### src/rtl/spi_pkg.sv
// rtl/spi_pkg.sv - shared constants and helpers for the SPI daisy port
package spi_pkg;

    localparam int   SPI_SYNC_STAGES_DEFAULT = 2;
    localparam logic SCK_IDLE                = 1'b0;
    localparam logic CS_N_IDLE               = 1'b1;

    // Counter width able to hold the value w itself (0..w inclusive).
    function automatic int clog2p1(input int w);
        return $clog2(w + 1);
    endfunction

endpackage

### src/rtl/sync_edge.sv
// rtl/sync_edge.sv - multi-stage synchroniser with rise/fall detection
module sync_edge #(
    parameter int   STAGES    = 2,
    parameter logic RESET_VAL = 1'b0
) (
    input  logic clk,
    input  logic rst_n,
    input  logic din,
    output logic level,
    output logic rise,
    output logic fall
);

    logic [STAGES-1:0] pipe;
    logic              prev;

    always_ff @(posedge clk or negedge rst_n) begin
        if (!rst_n) begin
            pipe <= {STAGES{RESET_VAL}};
            prev <= RESET_VAL;
        end else begin
            pipe <= {pipe[STAGES-2:0], din};
            prev <= pipe[STAGES-1];
        end
    end

    assign level = pipe[STAGES-1];
    assign rise  = pipe[STAGES-1] & ~prev;
    assign fall  = ~pipe[STAGES-1] & prev;

endmodule

### src/rtl/spi_daisy_port.sv
// rtl/spi_daisy_port.sv - SPI mode-0 slave with daisy-chain passthrough and word strobes
module spi_daisy_port
    import spi_pkg::*;
#(
    parameter int DATA_WIDTH  = 32,
    parameter int SYNC_STAGES = SPI_SYNC_STAGES_DEFAULT
) (
    input  logic                  clk_in,
    input  logic                  reset_n_in,
    input  logic                  sck_in,
    input  logic                  sdi_in,
    input  logic                  cs_n_in,
    output logic                  sdo_out,
    input  logic [DATA_WIDTH-1:0] tx_data,
    input  logic                  tx_load,
    output logic                  tx_load_err,
    output logic [DATA_WIDTH-1:0] rx_data,
    output logic                  rx_valid,
    output logic                  rx_short,
    output logic                  busy
);

    localparam int CW = clog2p1(DATA_WIDTH);

    logic                   sck_level, sck_rise, sck_fall;
    logic                   cs_sync, cs_rise, cs_fall;
    logic [SYNC_STAGES-1:0] sdi_pipe;
    logic                   sdi_sync;
    logic [SYNC_STAGES-1:0] warm;
    logic                   primed;
    logic                   armed;
    logic                   active;
    logic [DATA_WIDTH-1:0]  shreg;
    logic [CW-1:0]          bit_cnt;

    sync_edge #(.STAGES(SYNC_STAGES), .RESET_VAL(SCK_IDLE)) u_sck_sync (
        .clk   (clk_in),
        .rst_n (reset_n_in),
        .din   (sck_in),
        .level (sck_level),
        .rise  (sck_rise),
        .fall  (sck_fall)
    );

    sync_edge #(.STAGES(SYNC_STAGES), .RESET_VAL(CS_N_IDLE)) u_cs_sync (
        .clk   (clk_in),
        .rst_n (reset_n_in),
        .din   (cs_n_in),
        .level (cs_sync),
        .rise  (cs_rise),
        .fall  (cs_fall)
    );

    logic unused_sync;
    assign unused_sync = &{1'b0, sck_level, cs_fall};

    always_ff @(posedge clk_in or negedge reset_n_in) begin
        if (!reset_n_in) begin
            sdi_pipe <= '0;
            warm     <= '0;
        end else begin
            sdi_pipe <= {sdi_pipe[SYNC_STAGES-2:0], sdi_in};
            warm     <= {warm[SYNC_STAGES-2:0], 1'b1};
        end
    end

    assign sdi_sync = sdi_pipe[SYNC_STAGES-1];
    // The cs_n synchroniser starts at its idle level; arming waits until the
    // reset value has been flushed so a frame already in progress stays ignored.
    assign primed   = warm[SYNC_STAGES-1];
    assign active   = ~cs_sync & armed;
    assign busy     = active;

    always_ff @(posedge clk_in or negedge reset_n_in) begin
        if (!reset_n_in) begin
            armed       <= 1'b0;
            shreg       <= '0;
            bit_cnt     <= '0;
            sdo_out     <= 1'b0;
            rx_data     <= '0;
            rx_valid    <= 1'b0;
            rx_short    <= 1'b0;
            tx_load_err <= 1'b0;
        end else begin
            rx_valid    <= 1'b0;
            rx_short    <= 1'b0;
            tx_load_err <= 1'b0;
            armed       <= armed | (cs_sync & primed);

            if (cs_rise && armed) begin
                if (bit_cnt == CW'(DATA_WIDTH)) begin
                    rx_data  <= shreg;
                    rx_valid <= 1'b1;
                end else if (bit_cnt != '0) begin
                    rx_short <= 1'b1;
                end
                bit_cnt <= '0;
            end else if (active && sck_rise) begin
                shreg <= {shreg[DATA_WIDTH-2:0], sdi_sync};
                if (bit_cnt != CW'(DATA_WIDTH)) begin
                    bit_cnt <= bit_cnt + 1'b1;
                end
            end

            // A load never coincides with a shift: shifting requires an active frame.
            if (tx_load) begin
                if (active) begin
                    tx_load_err <= 1'b1;
                end else begin
                    shreg <= tx_data;
                end
            end

            if (!active || sck_fall) begin
                sdo_out <= shreg[DATA_WIDTH-1];
            end
        end
    end

endmodule

### config.mk
export PLATFORM = sky130hd
export DESIGN_NAME = spi_daisy_port
export DESIGN_NICKNAME = d
export VERILOG_FILES = /design/src/rtl/spi_pkg.sv /design/src/rtl/sync_edge.sv /design/src/rtl/spi_daisy_port.sv
export SDC_FILE = /design/constraint.sdc
export NUM_CORES = 1
export LEC_CHECK = 0
export CAP_MARGIN = 20
export CELL_PAD_IN_SITES_DETAIL_PLACEMENT = 0
export CELL_PAD_IN_SITES_GLOBAL_PLACEMENT = 1
export CORE_AREA = 2 2 98 100
export DETAILED_ROUTE_END_ITERATION = 10
export DIE_AREA = 0 0 100 102
export GPL_TIMING_DRIVEN = 0
export PLACE_DENSITY = 0.85
export SLEW_MARGIN = 5
export SYNTH_ARGS = -nofsm -noshare
export SYNTH_HDL_FRONTEND = slang
export SYNTH_SLANG_ARGS = --single-unit
export TNS_END_PERCENT = 1
### constraint.sdc
create_clock -name clk_in -period 1.9 [get_ports clk_in]
set_input_delay 0.285 -clock clk_in [delete_from_list [all_inputs] [get_ports clk_in]]
set_output_delay 0.285 -clock clk_in [all_outputs]
set_load 0.05 [all_outputs]
==> results.md, run 1 <==
- Status: finished, final reports clean
- Placed instance count: between 400 and 500
- Synth warn: 0
- DIE AREA: 10200 um^2
- Highest-delay cell along the critical path: clkdlybuf4s50_1
- PortBufs: 73
- Vias in the first global route: between 2000 and 2500
- Cells after Synth: approximately 270
- Hold Violations, Final: 0
- Final Max Tran Viols: 0
- Ranking of synthesized cells by area: dfrtp_1 (56%), mux2_4 (12%), mux2i_1 (9.3%)
- Routed WL: about 7.5 mm
- Synthesized flop and latch total: 85
- Crit-path cells: clkdlybuf4s50_1
- Gr usage total: 0.156
- Setup Viol. Count Final: 0
- Worst setup SP type: flop
- P per Cell Area: 855 nW/um^2
- Chip Width: 100 um
- Max cap viols: 0
- LEAKAGE: 0.00217 uW
- Mean post-synth cell area: 13.4 um^2
- Worst EP required: 1.62 ns
- Vias per cell: around 5.1
- H-tree depth: 3
- Power, Total: approximately 4100 uW
- Share of layout cells above drive strength 1: 0.190
- DR WL/cell: 15.8 um
- Reg2Reg Setup Slack: 0.12 ns
- Critical path class: reg2out
- Worst hold margin: 0.321 ns
- Clock Sinks: 85
- Post-CTS setup buffer count: 0
- Residual DRC: 0
- Crit-path max cell delay: ~0.81 ns
- First-pass GRT wire length: 12.4 mm
- Actual slew at the worst max-slew pin: 0.515 ns
- CP arrival: approximately 1.5 ns
- Mapped Area: 3650 um^2
- Skew final: 0.0149 ns
- Clock root buffer: clkbuf_8
- Number of I/O pins: between 70 and 80
- Diode count: 0
- Worst-Skew Late Latency: 0.35 ns
- Core area: 9110 um^2
- Hold Crit Class: in2async
- RD Place Congestion: 0.776
- Row count: 35
- Slew HR: 0.655
- Longest Clk Path Bufs: 2
- GRT Residual Overflow: 0
- Yosys top cell area share: 0.563
- Syn nets: roughly 310
- Count of different cell masters after synthesis: 33
- Highest clock rate: 0.547 GHz
- Seq/Total Area, Yosys: 0.584
- Post-Layout Cell Count: 475
- Area growth, synth to finish: 31.6%
- Routed wl met2: about 3.6 mm
- Nets: around 400
- Tcrit/Tclk final: 0.961
- CTS tree: yes
- Initial Utilization: 0.400
- Crit path max-delay family: buffers and inverters
- Die H: 102 um
- Fin crit period: 1.83 ns
- Total CTS buffers: 9
- Met3 WL: 293 um
- Largest net degree at the start of global routing: 69
- Hpwl dp: 5.20 mm
- Metal1 wirelength: 3.49 mm
- Initial antenna violation count: 0
- Worst Path Max Fanout: 2
- Violation count after the first detailed-route iteration: 94
- CTS clk-pin slew, worst paths: about 0.1 ns
- Total number of vias: 2402
- Worst VDD drop: ~500 uV
- ANT nets after route: 0
- CP Capture Type: primary output
- Post-synth top area cell: dfrtp_1
- DR top layer: met4
- DRT Pass-1 Iters: 4
- Crit path buffers/inverters: 1
-- stage by stage --
stage	area, um^2	setup TNS, ns	setup slack (ns)	utilization
after floorplan	3650	0	0.291	-
after global placement	4520	-207.76	-2.48	0.496
after detailed placement	4540	-0.0489	-0.0489	0.499
after CTS	4800	0	0.0463	0.527
after global routing	4800	-0.0106	-0.00532	0.527
final	4800	0	0.0733	0.527
-- layout by cell type (no fill, tap or decap), types with 4 or more instances in the layout --
master           count
mux2i_1             34
o21ai_0             32
inv_6                4
inv_1                6
mux2_4              29
clkbuf_8             9
buf_4                4
dfrtp_1             82
nand2_1              4
clkdlybuf4s50_1     71
mux2_2               5
nand3_1             33
clkbuf_1             9
-- cell usage after synthesis --
| master | number |
|---|---|
| nand4_1 | 1 |
| o31ai_1 | 1 |
| dfrtp_1 | 82 |
| o21ai_1 | 1 |
| inv_1 | 6 |
| nor2_1 | 2 |
| a2111oi_0 | 1 |
| nand3_1 | 33 |
| and2_1 | 2 |
| mux2i_1 | 34 |
| buf_2 | 2 |
| nand3_4 | 1 |
| a21oi_1 | 3 |
| clkbuf_1 | 11 |
| a21o_1 | 2 |
| buf_6 | 3 |
| ha_1 | 2 |
| buf_4 | 3 |
| or4_1 | 1 |
| dfstp_2 | 3 |
| nand4bb_1 | 1 |
| o21ai_0 | 32 |
| nand3b_1 | 1 |
| and3b_1 | 1 |
| a31o_2 | 1 |
| mux2_4 | 29 |
| or3_1 | 1 |
| mux2_2 | 5 |
| nand2_1 | 4 |
| nor4b_4 | 1 |
| nor4bb_1 | 1 |
| conb_1 | 1 |
| nand2b_1 | 1 |
-- flip-flops by register name (all words and copies together), names as in the netlist, 2 cells and up --
register	cells
rx_data	32
shreg	32
bit_cnt	6
sdi_pipe	2
u_cs_sync.pipe	2
u_sck_sync.pipe	2
warm	2
-- cell type report --
class | count | area, um^2
buffer | 19 | 110
clock buffer | 9 | 124
clock inverter | 7 | 125
fill | 819 | 4310
inverter | 6 | 22.5
multi-input combinational | 163 | 1390
sequential | 85 | 2130
tap | 111 | 139
timing repair buffer | 75 | 761
-- cells by family after synthesis --
kind of cell | synth area share
DFF | 0.584
muxes | 0.228
and+or+nand+nor | 0.0837
AOI/OAI and AO/OA | 0.0604
buffers and inverters | 0.0357
adders and majority gates | 0.00686
other | 0.00103
-- what timing repair did --
item,in CTS,in global routing
hold buffers,1,0
cloned,0,0
resized for setup,5,4
endpoints found under the setup margin,1,15
endpoints found under the hold margin,15,0
-- layer usage --
layer  vias to the layer above  track usage
met1                      1197        0.213
met2                        56        0.247
met4                         0       0.0632
li1                       1137            -
met5                         -            0
met3                        12       0.0315
-- power breakdown --
group	internal (uW)	switching (uW)	total (uW)	leakage, uW
clock network	893	699	1590	0.000125
logic	218	222	441	0.000951
registers	1950	117	2070	0.00110
total	3070	1040	4100	0.00217
-- path summary, 6_finish.rpt --
kind | from | end | depth (start not counted)
max | rx_data[19] | rx_data[19] | 1
min in group clk_in | tx_load | tx_load_err | 2
min reg2reg | warm[0] | warm[1] | 0
max reg2reg | bit_cnt[0] | rx_data[17] | 6
max in group asynchronous | reset_n_in | u_cs_sync.prev | 3
min | reset_n_in | rx_data[7] | 2
(Power assumes the default switching activity.)
==> run 2, diff against run 1 <==
--- a/config.mk
+++ b/config.mk
@@ -5,10 +5,11 @@
 export SDC_FILE = /design/constraint.sdc
 export NUM_CORES = 1
 export LEC_CHECK = 0
-export CAP_MARGIN = 20
+export CAP_MARGIN = 10
 export CELL_PAD_IN_SITES_DETAIL_PLACEMENT = 0
 export CELL_PAD_IN_SITES_GLOBAL_PLACEMENT = 1
 export CORE_AREA = 2 2 98 100
+export CTS_BUF_LIST = sky130_fd_sc_hd__clkbuf_16
 export DETAILED_ROUTE_END_ITERATION = 10
 export DIE_AREA = 0 0 100 102
 export GPL_TIMING_DRIVEN = 0
==> run 2 against run 1 <==
Against the previous run: power up 11%; fmax is 1.7% higher; global-route usage rose by 0.071 points; highest routed layer unchanged.
==> results.md, run 2 (synthesized netlist as in run 1, its figures left out) <==
- P_sw: approximately 1100 uW
- H-tree depth: 3
- Skew final: between 0.009 and 0.01 ns
- Max cap viols: 0
- CTS clk-pin slew, worst paths: approximately 0.070 ns
- Crit path buffers/inverters: 1
- Critical path origin: rx_data[19]
- Routed WL: 7.43 mm
- Seq. cell area: approximately 2100 um^2
- Residual DRC: 0
- Clock Sinks: 85
- Number of I/O pins: between 70 and 80
- Critical path class: reg2out
- GRT Residual Overflow: 0
- Area growth, synth to finish: 34.3%
- Highest-delay cell along the critical path: clkdlybuf4s50_1
- Hpwl dp: 5.20 mm
- Reg2Reg Setup Slack: ~0.13 ns
- Gr usage total: 0.157
- Highest clock rate: 0.557 GHz
- Largest net degree at the start of global routing: between 60 and 70
- Worst VDD drop: 506 uV
- Total number of vias: 2402
- Grt met3 use: 0.0315
- DIE AREA: 10200 um^2
- Core area: 9110 um^2
- Multi-input gate area: 1390 um^2
- Post-CTS setup buffer count: 0
- Violation count after the first detailed-route iteration: 79
- Switching fraction of total power: 0.238
- Slew HR: 0.655
- Initial Utilization: 0.400
- Final Max Tran Viols: 0
- End point of the critical path: rx_data[19]
- Actual slew at the worst max-slew pin: slightly above 0.5 ns
- CP arrival: about 1.5 ns
- DRT Pass-1 Iters: 4
- Worst Setup Slack, final: 0.104 ns
- Crit path max-delay family: buffers and inverters
- Internal power: 3480 uW
- Worst setup SP type: flop
- Commonest non-fill, non-tap cells in the layout: dfrtp_1 (82), clkdlybuf4s50_1 (71), mux2i_1 (34)
- Diode count: 0
- Row count: 35
- Clock share of power: 0.449
- Vias per cell: 5.06
- CP Capture Type: primary output
- CTS tree: yes
- Gr busiest metal: met2
- Worst r2r src: bit_cnt[0]
- Clock root buffer: clkbuf_16
- Top Registers: rx_data (32), shreg (32), bit_cnt (6)
- RD Place Congestion: 0.776
- P per Cell Area: 931 nW/um^2
- Hold Crit Class: reg2reg
- Crit-path max cell delay: 0.81 ns
- Fin crit period: approximately 1.8 ns
- Crit-path cells: clkdlybuf4s50_1
- Util after Layout: 0.538
- Worst EP required: 1.62 ns
- LEAKAGE: between 0.002 and 0.0025 uW
- Vias in the first global route: 2451
- Worst-case reg-to-reg path depth: 6
- Chip Width: 100 um
- PortBufs: 73
- Die H: 102 um
- Combinational Power Share: 0.096
- Nets: around 400
- Hold Violations, Final: 0
- Share of layout cells above drive strength 1: 0.190
- Commonest non-fill, non-tap cell in the layout: dfrtp_1
- Tcrit/Tclk final: 0.945
- GR Layer Usage met1: 0.212
- DR WL/cell: 15.6 um
- Worst Path Max Fanout: 2
- Worst path depth: 1
- Total CTS buffers: 9
- Initial antenna violation count: 0
- Status: finished, final reports clean
- ANT nets after route: 0
- Setup WS pre-CTS: -0.0489 ns
- Seq pwr share: 0.454
- Worst-Skew Late Latency: about 0.33 ns
- First-pass GRT wire length: between 10 and 15 mm
- Setup Viol. Count Final: 0
- Longest Clk Path Bufs: 2
- Filler cells: between 800 and 900
- Met2 Use GR: 0.251
- Worst r2r dst: rx_data[15]
run 2: changes by cell type in the layout (fill, tap and decap cells not counted):
| cell | delta |
|---|---|
| clkbuf_16 | +9 |
| clkbuf_8 | -9 |
run 2: power groups by stage:
stage / clock network (uW) / registers (uW) / logic [uW]
after detailed placement: 0 / 2110 / 448
after floorplan: 0 / 2100 / 232
after CTS: 2090 / 2070 / 449
after global placement: 0 / 2100 / 429
after global routing: 2160 / 2090 / 497
final: 2050 / 2070 / 440
run 2: how the worst min path moves through the flow:
stage	cells past startpoint	start	slack [ns]	endpoint
3_5_place_dp	1	reset_n_in	0.18	rx_data[7]
2_1_floorplan	0	reset_n_in	-0.01	armed
3_3_place_gp	0	warm[0]	0.33	warm[1]
6_report	0	warm[0]	0.34	warm[1]
4_1_cts	0	warm[0]	0.34	warm[1]
5_1_grt	0	warm[0]	0.35	warm[1]
run 2: layout make-up:
type / instances / area share
Inverter: 6 / 0.00460
Sequential cell: 85 / 0.435
Multi-Input combinational cell: 163 / 0.283
Tap cell: 111 / 0.0283
Timing Repair Buffer: 75 / 0.155
Buffer: 19 / 0.0225
Clock inverter: 7 / 0.0255
Clock buffer: 9 / 0.0460
run 2: what timing repair did:
item                                    4_1_cts  5_1_grt
endpoints found under the hold margin        15        0
hold buffers                                  1        0
cloned                                        0        0
gates resized for setup                       5        4
endpoints found under the setup margin        1       15
run 2: metrics by stage:
stage / std cells / power, uW / TNS [ns] / cell area [um^2] / hold slack (ns)
2_1_floorplan: 273 / 2330 / 0 / 3650 / -0.0106
3_3_place_gp: 457 / 2530 / -207.76 / 4520 / 0.333
3_5_place_dp: 458 / 2550 / -0.0489 / 4540 / 0.175
4_1_cts: 475 / 4610 / 0 / 4900 / 0.344
5_1_grt: 475 / 4750 / -0.00168 / 4900 / 0.348
6_report: 475 / 4560 / 0 / 4900 / 0.341
run 2: metal layers:
layer / routed length (um) / share of wire
met5: 0 / 0
met3: 313 / 0.042
met4: 131 / 0.018
met2: 3570 / 0.48
met1: 3410 / 0.46
